**src/rtl/pc_fetch_sequencer.sv**
```systemverilog
// Program counter sequencer: chooses the next PC, fetches it from instruction memory
// over a req/ack handshake, and holds the presented instruction while the pipeline stalls.
module pc_fetch_sequencer #(
    parameter logic [31:0] RESET_ADDR = 32'h0000_0000,
    parameter int unsigned MAX_WAIT   = 8
) (
    input  logic        clk,
    input  logic        rst_n,
    input  logic        stall,
    input  logic        branch_taken,
    input  logic [31:0] branch_offset,
    input  logic        jump,
    input  logic [25:0] jump_target,
    input  logic        jr,
    input  logic [31:0] jr_addr,
    output logic        imem_req,
    output logic [31:0] imem_addr,
    input  logic        imem_ack,
    output logic        instr_valid,
    output logic [31:0] pc_out,
    output logic [31:0] pc_plus4,
    output logic        fetch_err
);

    typedef enum logic [1:0] {IDLE, REQ, VALID, ERR} state_t;

    localparam int unsigned   CW   = (MAX_WAIT > 1) ? $clog2(MAX_WAIT) : 1;
    localparam logic [CW-1:0] LAST = CW'(MAX_WAIT - 1);

    state_t        state;
    logic [CW-1:0] wait_cnt;
    logic [31:0]   next_pc;

    assign pc_plus4  = pc_out + 32'd4;
    assign imem_addr = pc_out;

    always_comb begin
        next_pc = pc_plus4;
        if (jr)
            next_pc = jr_addr;
        else if (jump)
            next_pc = {pc_plus4[31:28], jump_target, 2'b00};
        else if (branch_taken)
            next_pc = pc_plus4 + (branch_offset << 2);
    end

    always_ff @(posedge clk or negedge rst_n) begin
        if (!rst_n) begin
            state       <= IDLE;
            pc_out      <= RESET_ADDR;
            imem_req    <= 1'b0;
            instr_valid <= 1'b0;
            fetch_err   <= 1'b0;
            wait_cnt    <= '0;
        end else begin
            case (state)
                IDLE: begin
                    state    <= REQ;
                    imem_req <= 1'b1;
                    wait_cnt <= '0;
                end
                REQ: begin
                    // ack is tested first so it wins over a timeout on the same edge
                    if (imem_ack) begin
                        state       <= VALID;
                        imem_req    <= 1'b0;
                        instr_valid <= 1'b1;
                        wait_cnt    <= '0;
                    end else if (wait_cnt == LAST) begin
                        state     <= ERR;
                        imem_req  <= 1'b0;
                        fetch_err <= 1'b1;
                        wait_cnt  <= '0;
                    end else begin
                        wait_cnt <= wait_cnt + CW'(1);
                    end
                end
                VALID: begin
                    if (!stall) begin
                        instr_valid <= 1'b0;
                        if (next_pc[1:0] != 2'b00) begin
                            state     <= ERR;
                            fetch_err <= 1'b1;
                        end else begin
                            state    <= REQ;
                            pc_out   <= next_pc;
                            imem_req <= 1'b1;
                            wait_cnt <= '0;
                        end
                    end
                end
                ERR: begin
                    imem_req    <= 1'b0;
                    instr_valid <= 1'b0;
                    fetch_err   <= 1'b1;
                end
                default: state <= IDLE;
            endcase
        end
    end

endmodule

```
**config.mk**
```make
export PLATFORM = sky130hd
export DESIGN_NAME = pc_fetch_sequencer
export DESIGN_NICKNAME = d
export VERILOG_FILES = /design/src/rtl/pc_fetch_sequencer.sv
export SDC_FILE = /design/constraint.sdc
export NUM_CORES = 1
export LEC_CHECK = 0
export ABC_AREA = 1
export CAP_MARGIN = 20
export CORE_ASPECT_RATIO = 1.1
export CORE_MARGIN = 3
export CORE_UTILIZATION = 52
export DETAILED_ROUTE_END_ITERATION = 10
export GPL_TIMING_DRIVEN = 0
export PLACE_DENSITY = 0.88
export SLEW_MARGIN = 20
export SYNTH_ARGS = -nofsm -noshare
export SYNTH_HDL_FRONTEND = slang
export SYNTH_SLANG_ARGS = --single-unit
```
**constraint.sdc**
```tcl
create_clock -name clk -period 8.3 [get_ports clk]
set_clock_uncertainty 0.05 [all_clocks]
set_input_delay 1.245 -clock clk [delete_from_list [all_inputs] [get_ports clk]]
set_output_delay 1.245 -clock clk [all_outputs]
set_load 0.02 [all_outputs]
```
==> results of run 1 <==
## cell type report
class	instances	share of cell area [%]
clock inverters	2	0.149
repair buffers	193	23.0
inverters	184	8.24
plain buffers	53	4.36
multi-input cells	831	48.6
flip-flops and latches	40	11.9
clock buffers	5	1.49
well taps	150	2.23
## state kept, by name, indices dropped and copies added (netlist names)
register	cells
imem_addr	32
wait_cnt	3
state	2
fetch_err	1
imem_req	1
instr_valid	1
## cell usage after synthesis (all sizes together)
library cell,n
nand2,404
inv,182
nor2,146
nand3,79
a21oi,53
ha,42
buf,41
dfrtp,40
o21ai,28
xor2,16
nand4,14
clkbuf,12
nor3,10
xnor2,7
o211ai,6
and2,4
o21bai,4
or2,4
a21o,2
clkinv,2
o221ai,2
o31ai,2
a22oi,1
a32oi,1
a41o,1
fa,1
nand3b,1
nor3b,1
o22ai,1
o32ai,1
## how the worst max path moves through the flow
stage / slack, ns / endpoint / cells after the start / startpoint
2_1_floorplan: 5.37 / imem_addr[21] / 20 / imem_addr[3]
3_3_place_gp: 4.67 / imem_addr[22] / 13 / branch_offset[18]
3_5_place_dp: 4.63 / imem_addr[22] / 14 / branch_offset[0]
4_1_cts: 4.45 / pc_plus4[10] / 6 / imem_addr[3]
5_1_grt: 4.27 / pc_plus4[29] / 9 / imem_addr[9]
6_report: 4.41 / pc_plus4[10] / 6 / imem_addr[3]
## cell families (layout without fill, tap and decap cells)
group | count (synthesis) | count (layout)
adder cells (fa/ha/maj) | 43 | 43
AO/OA/AOI/OAI | 102 | 102
buffers and inverters | 237 | 437
flip-flops | 40 | 40
AND/OR/NAND/NOR | 663 | 663
XOR/XNOR | 23 | 23
## routing by layer
layer	vias up	global-route usage [%]	wire length, um
li1	3800	-	-
met1	3490	46.6	9650
met2	387	64.4	11800
met3	58	3.71	1880
met4	0	13.3	805
met5	-	0	0
## per-stage QoR
step                      hold WS, ns  total power [mW]  setup WS [ns]  utilization, %
after global placement          0.414              2.72           4.67            71.8
final                           0.445              2.99           4.41            73.2
after global routing            0.477              3.23           4.27            73.2
after floorplan                 0.467              1.85           5.37               -
after CTS                       0.450              2.96           4.45            73.2
after detailed placement        0.429              2.76           4.63            72.0
## critical path, stage by stage, from the launching register on
cell	delay, ns
dfrtp_1	0.51
ha_1	0.24
inv_1	0.08
nor2_4	0.18
nand2_2	0.11
xnor2_1	0.46
clkdlybuf4s50_1	0.72
## power by group
group / internal (mW) / total (mW) / switching (mW)
combinational: 0.969 / 2.34 / 1.37
clock: 0.109 / 0.185 / 0.0763
sequential: 0.282 / 0.466 / 0.184
==> results.yml, run 1 <==
clocking:
  hold_buffers: 0
  h-tree-depth: 2
  root_buffer: "clkbuf_16"
  clock_latency_ns: 0.29
  post_cts_resized: 0
  cts_sinks: 40
  path_clk_slew_ns: 0.06
  cts_tree: "done"
  clock_path_buffers: 2
  cts_made_buffers: 5
  postCtsSetupRepairBufs: 0
placed_design:
  port-buffer-count: 192
  gp_congestion: 0.967
  post_dp_cell_area_sq_mm: 0.00827
  dp.cells: 1451
  dp_hpwl_um: 20300
route:
  avgRoutedWirePerCell_um: 16.5
  first_pass_iters: 5
  drc_errors: 0
  vias: 7735
  drt_iter0_markers: 696
  via_per_inst: 5.31
  drt-total-wl_um: 24100
  ant_nets: 0
synth:
  synth-simple-area-share_pct: 44.9
  synth-compound-area-share_pct: 9.26
  yosysTopAreaCell: "nand2_1"
  synth_warnings: 0
  synthXorXnorAreaFrac_pct: 3.40
  ys_top_cells_by_area: "nand2_1 (24%), dfrtp_1 (16%), inv_1 (11%), ha_1 (8.6%), nor2_1 (8.4%)"
  ys_types: 44
  avgSynthCellArea_sq_um: 5.55
  synth_top_area_share_pct: 24.3
  synth_top_family_by_area: "simple AND/OR/NAND/NOR gates"
  syn-cell-area_sq_mm: 0.00615
  syn_nets: 1248
  synthCells: 1108
  ys_ff_latch: 40
  synthMuxAreaShare_pct: 0
  yosysSeqAreaShare_pct: 16.3
  synth_adder_area_share_pct: 8.88
floorplanning:
  ios: 196
  die_w_um: 110
  die_y_um: 120
  die_area_sq_mm: 0.0132
  rows: 41
  initial_core_util_pct: 53.5
  core_sq_mm: 0.0115
sta:
  drv_slew: 0
  rsz0062_at_grt: "no"
  fin_crit_sh_pct: 46.8
  timing.final.crit_period_ns: 3.89
  hold_violations: 0
  worstMarginPinSlew_ns: 0.671
  maxSlewHeadroom_pct: 55.3
  finalSetupTns_ns: 0
  finalSetupViolations: 0
  fmax_mhz: 257
global_route:
  grt_first_pass_wirelength_um: 37800
  grt_antenna_before_repair: 0
  grt.overflow.total: 0
  track_usage_pct: 36.9
  grt_max_degree: 34
  grt_pass1_vias: 7581
power:
  p_leak_nw: 4.46
  irDropWorstVdd_mv: 0.257
  power_per_cell_area_mw_per_mm2: 356
finish:
  final_common_cell: "nand2_1"
  multi_input_area_sq_mm: 0.00409
  synthToLayoutAreaGrowth_pct: 36.8
  finalNonFillerCells: 1458
  layout_common_cells: "nand2_1 (398), clkdlybuf4s50_1 (191), inv_1 (180)"
  drive_gt1_share_pct: 5.89
  finalInstanceArea_sq_mm: 0.00841
  antenna_cells: 0
  regArea_sq_mm: 0.00100
  nNetsFinal: 1448
  nFillCells: 989
setup_path:
  r2r_end: "imem_addr[22]"
  cp-start-kind: "register"
  critPathMaxFanout: 7
  crit_required_ns: 7.01
  worstSetupPathType: "reg2out"
  critical_path_arrival_ns: 2.59
  worstRegToRegCells: 19
  reg2reg_slack_ns: 4.61
  cp-end-kind: "output port"
  r2r-start: "imem_addr[13]"
flow_run:
  max_cap_viol_count: 0
min_path:
  hold_class: "reg2reg"
  min_delay_path_depth: 1
  min_to: "fetch_err"
  hold_start: "fetch_err"
run_status:
  status: "complete, no violations"
(Power assumes the default switching activity.)
==> run 2: changes to the inputs <==
CORE_UTILIZATION = 48   (was 52)
PLACE_DENSITY = 0.83   (was 0.88)
clock period = 4.06 ns   (was 8.3 ns; I/O delays follow)
==> run 2 against run 1 <==
Register-to-register slack worse by 4.2 ns. Largest cell class unchanged. Via count fell by 1.8%. Non-clock buffer count unchanged. Die area increased by 7.9%. Critical path type is now reg2reg. Power rose by 100%. Highest routed layer unchanged. Sequential share of layout area is essentially flat. Sequential cell count unchanged.
==> results.yml, run 2 (synthesis results as in run 1) <==
run_status:
  status: "complete, no violations"
placed_design:
  gp_congestion: 1.00
  port-buffer-count: 192
  pre_cts_slack_ns: 0.496
  dp.cells: 1455
  dp_hpwl_um: 19600
power:
  swShare_pct: 53.7
  seqPwrFrac_pct: 15.3
  power_frac_comb_pct: 78.2
  p_sw_mw: 3.25
  p_leak_nw: 4.47
  power_per_cell_area_mw_per_mm2: 718
  p_int_mw: 2.80
  total_power_mw: 6.05
  power_frac_clock_pct: 6.5
  irDropWorstVdd_mv: 0.592
route:
  drc_errors: 0
  first_pass_iters: 7
  via_per_inst: 5.19
  avgRoutedWirePerCell_um: 15.7
  drt-total-wl_um: 23000
  vias: 7599
  ant_nets: 0
  drt_iter0_markers: 758
clocking:
  cts_tree: "done"
  path_clk_slew_ns: 0.06
  cts_sinks: 40
  hold_buffers: 0
  clock_latency_ns: 0.28
  h-tree-depth: 2
  clock_path_buffers: 2
  cts_made_buffers: 5
  root_buffer: "clkbuf_16"
  postCtsSetupRepairBufs: 0
  post_cts_resized: 0
global_route:
  grt.overflow.total: 0
  grt_max_degree: 26
  grt_pass1_vias: 7163
  track_usage_pct: 31.7
  grt_first_pass_wirelength_um: 36000
  grt_antenna_before_repair: 0
setup_path:
  critPathMaxFanout: 7
  r2r_end: "imem_addr[21]"
  cp-start-kind: "register"
  cp-end-kind: "register"
  crit_end: "imem_addr[21]"
  r2r-start: "imem_addr[11]"
  critical_path_arrival_ns: 3.78
  setup.worst_path.start: "imem_addr[11]"
  worstRegToRegCells: 19
  crit_required_ns: 4.19
  worstSetupPathType: "reg2reg"
  reg2reg_slack_ns: 0.41
sta:
  finalSetupViolations: 0
  setup_slack_ns: 0.411
  finalSetupTns_ns: 0
  rsz0062_at_grt: "no"
  worstMarginPinSlew_ns: 0.597
  maxSlewHeadroom_pct: 60.2
  timing.final.crit_period_ns: 3.65
  drv_slew: 0
  hold_violations: 0
  fin_crit_sh_pct: 89.9
  fmax_mhz: 274
finish:
  finalNonFillerCells: 1463
  drive_gt1_share_pct: 5.96
  utilization_pct: 68.6
  layout_common_cells: "nand2_1 (398), clkdlybuf4s50_1 (191), inv_1 (180)"
  largest_reg_flops: 32
  synthToLayoutAreaGrowth_pct: 37.2
  nNetsFinal: 1448
  final_common_cell: "nand2_1"
  antenna_cells: 0
floorplanning:
  die_w_um: 114
  core_sq_mm: 0.0123
  ios: 196
  rows: 42
  die_area_sq_mm: 0.0142
  die_y_um: 125
  initial_core_util_pct: 50.0
min_path:
  hold_class: "in2async"
flow_run:
  max_cap_viol_count: 0
## run 2: changes by cell type in the layout (fill, tap and decap cells not counted), sizes merged
cell / previous run / this run
clkbuf: 17 / 18
clkinvlp: 1 / 0
clkinv: 3 / 4
## run 2: cell type report
cell class                      count  area (sq um)
Sequential cell                    40          1000
Timing Repair Buffer              193          1940
Tap cell                          154           193
Buffer                             53           367
Inverter                          184           693
Clock inverter                      2          10.0
Clock buffer                        6           139
Fill cell                        1179          3860
Multi-Input combinational cell    831          4090
## run 2: worst min path at each step
stage	from	endpoint	slack, ns
after floorplan	rst_n	fetch_err	0.26
after global placement	fetch_err	fetch_err	0.44
after detailed placement	fetch_err	fetch_err	0.43
after CTS	rst_n	wait_cnt[2]	0.21
after global routing	rst_n	imem_addr[26]	0.22
final	rst_n	wait_cnt[2]	0.20
## run 2: per-stage QoR
step / cell area (sq um) / hold slack, ns
finish: 8430 / 0.198
global route: 8430 / 0.217
CTS: 8430 / 0.208
detailed placement: 8280 / 0.429
global placement: 8260 / 0.438
floorplan: 6150 / 0.263
## run 2: worst max-delay path: stages (launching register included)
cell and delay [ns]:
dfrtp_1 0.51, nand2_1 0.13, nor2_1 0.24, nand3_1 0.18
nor2_1 0.12, nand2_1 0.09, xor2_1 0.29, inv_1 0.13
ha_1 0.40, nand2_1 0.15, nor2_1 0.23, inv_1 0.09
nor2_1 0.16, nand4_1 0.22, nand4_1 0.14, nand3_1 0.13
nand2_1 0.11, nand2_1 0.06, nand2_1 0.07, nand2_1 0.05
## run 2: routing by layer
| layer | GRT usage [%] | vias up | part of all wire, % | wire length (um) |
|---|---|---|---|---|
| met4 | 11.5 | 0 | 3.8 | 868 |
| met3 | 3.11 | 54 | 7.6 | 1760 |
| met5 | 0 | - | 0 | 0 |
| li1 | - | 3795 | - | - |
| met2 | 54.5 | 356 | 48 | 11000 |
| met1 | 40.9 | 3394 | 41 | 9370 |
## run 2: power groups by stage
stage | Clock, mW | Combinational [mW] | Sequential, mW
2_1_floorplan | 0 | 2.75 | 1.02
3_3_place_gp | 0 | 4.61 | 0.917
3_5_place_dp | 0 | 4.66 | 0.922
4_1_cts | 0.401 | 4.69 | 0.918
5_1_grt | 0.411 | 5.19 | 0.953
6_report | 0.396 | 4.73 | 0.926
==> run 3: changes to the inputs <==
CORE_UTILIZATION = 44   (was 48)
PLACE_DENSITY = 0.8   (was 0.83)
clock period = 3.3 ns   (was 4.06 ns; I/O delays follow)
==> run 3 against run 2 <==
Global-route usage shrank 3.1 points. Sequential power rose by 22%. Largest power group unchanged. Die area increased by 8.6%. Maximum frequency rose by 16%. Cell area up 5.7%.
==> results.yml, run 3 (synthesis results as in run 1) <==
run_status:
  status: "complete, no violations"
setup_path:
  crit_buf_inv: 3
  path_cells: "ha_1 -> inv_1 -> nor2_4 -> buf_4 -> nand2_1 -> xor2_2 -> inv_1 -> ha_1 -> nand2_1 -> nor2_1 -> nand2_1 -> nor2_1 -> nand2_1 -> nand4_1 -> nand3_1 -> nand2_1 -> nand2_1 -> nand2_1 -> nand2_1"
  crit_required_ns: 3.42
  cp-end-kind: "register"
  cp_slowest_stage_delay_ns: 0.44
  worstSetupPathType: "reg2reg"
  critPathMaxFanout: 5
  cp_common_cell: "nand2_1"
  critical_path_arrival_ns: 3.27
  cp_slowest_cell: "dfrtp_2"
  crit_family: "simple AND/OR/NAND/NOR gates"
  cp-start-kind: "register"
clocking:
  cts_sinks: 40
  root_buffer: "clkbuf_16"
  clock_latency_ns: 0.28
  cts_tree: "done"
  path_clk_slew_ns: 0.06
  hold_buffers: 0
  cts_made_buffers: 5
  clock_path_buffers: 2
  h-tree-depth: 2
floorplanning:
  die_y_um: 130
  initial_core_util_pct: 45.8
  die_area_sq_mm: 0.0154
  rows: 44
  ios: 196
  die_w_um: 119
  core_sq_mm: 0.0134
sta:
  rsz0062_at_grt: "yes"
  maxSlewHeadroom_pct: 57.8
  finalSetupViolations: 0
  worstMarginPinSlew_ns: 0.633
  timing.final.crit_period_ns: 3.15
  whs_ns: 0.111
  fmax_mhz: 318
  hold_violations: 0
  drv_slew: 0
  fin_crit_sh_pct: 95.4
  setup_slack_ns: 0.151
power:
  irDropWorstVdd_mv: 0.656
  total_power_mw: 7.91
  power_per_cell_area_mw_per_mm2: 887
  p_leak_nw: 4.60
route:
  drt-total-wl_um: 23500
  drc_errors: 0
  avgRoutedWirePerCell_um: 15.4
  met2_wirelength_um: 11300
  via_per_inst: 5.11
  drt-met1-wl_um: 9520
  first_pass_iters: 6
  vias: 7758
  met3_length_um: 1640
  ant_nets: 0
  drt_iter0_markers: 737
  routed.top_layer: "met4"
global_route:
  grt_max_degree: 24
  grt_antenna_before_repair: 0
  track_usage_pct: 28.6
  grt.overflow.total: 0
  grt_pass1_vias: 7153
  grt_first_pass_wirelength_um: 35500
placed_design:
  dp_hpwl_um: 19400
  post_dp_cell_area_sq_mm: 0.00832
  port-buffer-count: 192
  gp_congestion: 0.990
  pre_cts_slack_ns: -0.241
finish:
  synthToLayoutAreaGrowth_pct: 45.1
  finalInstanceArea_sq_mm: 0.00892
  antenna_cells: 0
  nNetsFinal: 1474
  final_common_cell: "nand2_1"
  drive_gt1_share_pct: 12.6
  nFillCells: 1224
  layout_common_cells: "nand2_1 (394), clkdlybuf4s50_1 (191), inv_1 (178)"
  largest_reg_flops: 32
min_path:
  hold_class: "in2async"
flow_run:
  max_cap_viol_count: 0
-- run 3: changes by cell type in the layout (fill, tap and decap cells not counted), sizes merged --
| cell | before | now |
|---|---|---|
| buf | 43 | 69 |
| clkinv | 4 | 2 |
| clkinvlp | 0 | 2 |
-- run 3: worst reg2reg max path: cells and delay by family (launching register included) --
family	cells	cell delay [ns]
buf+inv	3	0.35
xor+xnor	1	0.25
fa+ha+maj	2	0.61
simple gates	13	1.34
flops	1	0.44
-- run 3: stage by stage --
| step | instances | utilization (%) | setup TNS [ns] |
|---|---|---|---|
| 2_1_floorplan | 1108 | - | 0 |
| 3_3_place_gp | 1484 | 61.8 | -0.596 |
| 3_5_place_dp | 1485 | 61.9 | -0.918 |
| 4_1_cts | 1494 | 63.5 | 0 |
| 5_1_grt | 1519 | 66.4 | -0.0648 |
| 6_report | 1519 | 66.4 | 0 |
-- run 3: layer usage --
| metal | vias up | GRT usage [%] |
|---|---|---|
| li1 | 3852 | - |
| met1 | 3497 | 35.0 |
| met2 | 353 | 51.0 |
| met3 | 56 | 3.38 |
| met4 | 0 | 12.6 |
| met5 | - | 0 |
-- run 3: path summary, 6_finish.rpt --
check                              from            end  slack (ns)  cells after the start
setup / recovery           imem_addr[2]  imem_addr[26]        0.15                     19
hold / removal                    rst_n  imem_addr[26]        0.11                      1
setup reg to reg           imem_addr[2]  imem_addr[26]        0.15                     19
hold reg to reg               fetch_err      fetch_err        0.44                      1
max in group asynchronous         rst_n   imem_addr[5]        2.61                      2
min in group clk              fetch_err      fetch_err        0.44                      1
-- run 3: final cells by class --
type                            count  area [sq um]  share of cell area (%)
Buffer                             53           367                    4.11
Clock inverter                      2          15.0                   0.168
Multi-Input combinational cell    831          4300                    48.3
Timing Repair Buffer              219          2140                    24.0
Sequential cell                    40          1030                    11.5
Clock buffer                        6           139                    1.56
Inverter                          184           693                    7.77
Tap cell                          184           230                    2.58
-- run 3: power by group --
| group | internal (mW) | total [mW] | switching (mW) | leakage (nW) |
|---|---|---|---|---|
| Clock | 0.300 | 0.491 | 0.191 | 0.0691 |
| Sequential | 0.739 | 1.13 | 0.389 | 0.467 |
| Combinational | 2.71 | 6.29 | 3.58 | 4.06 |
| Total | 3.75 | 7.91 | 4.16 | 4.60 |
-- run 3: what timing repair did --
item                                    in CTS  in global routing
resized for setup                           10                 60
setup buffers                                1                 25
endpoints found under the setup margin      13                 20
pin swaps                                    2                  4
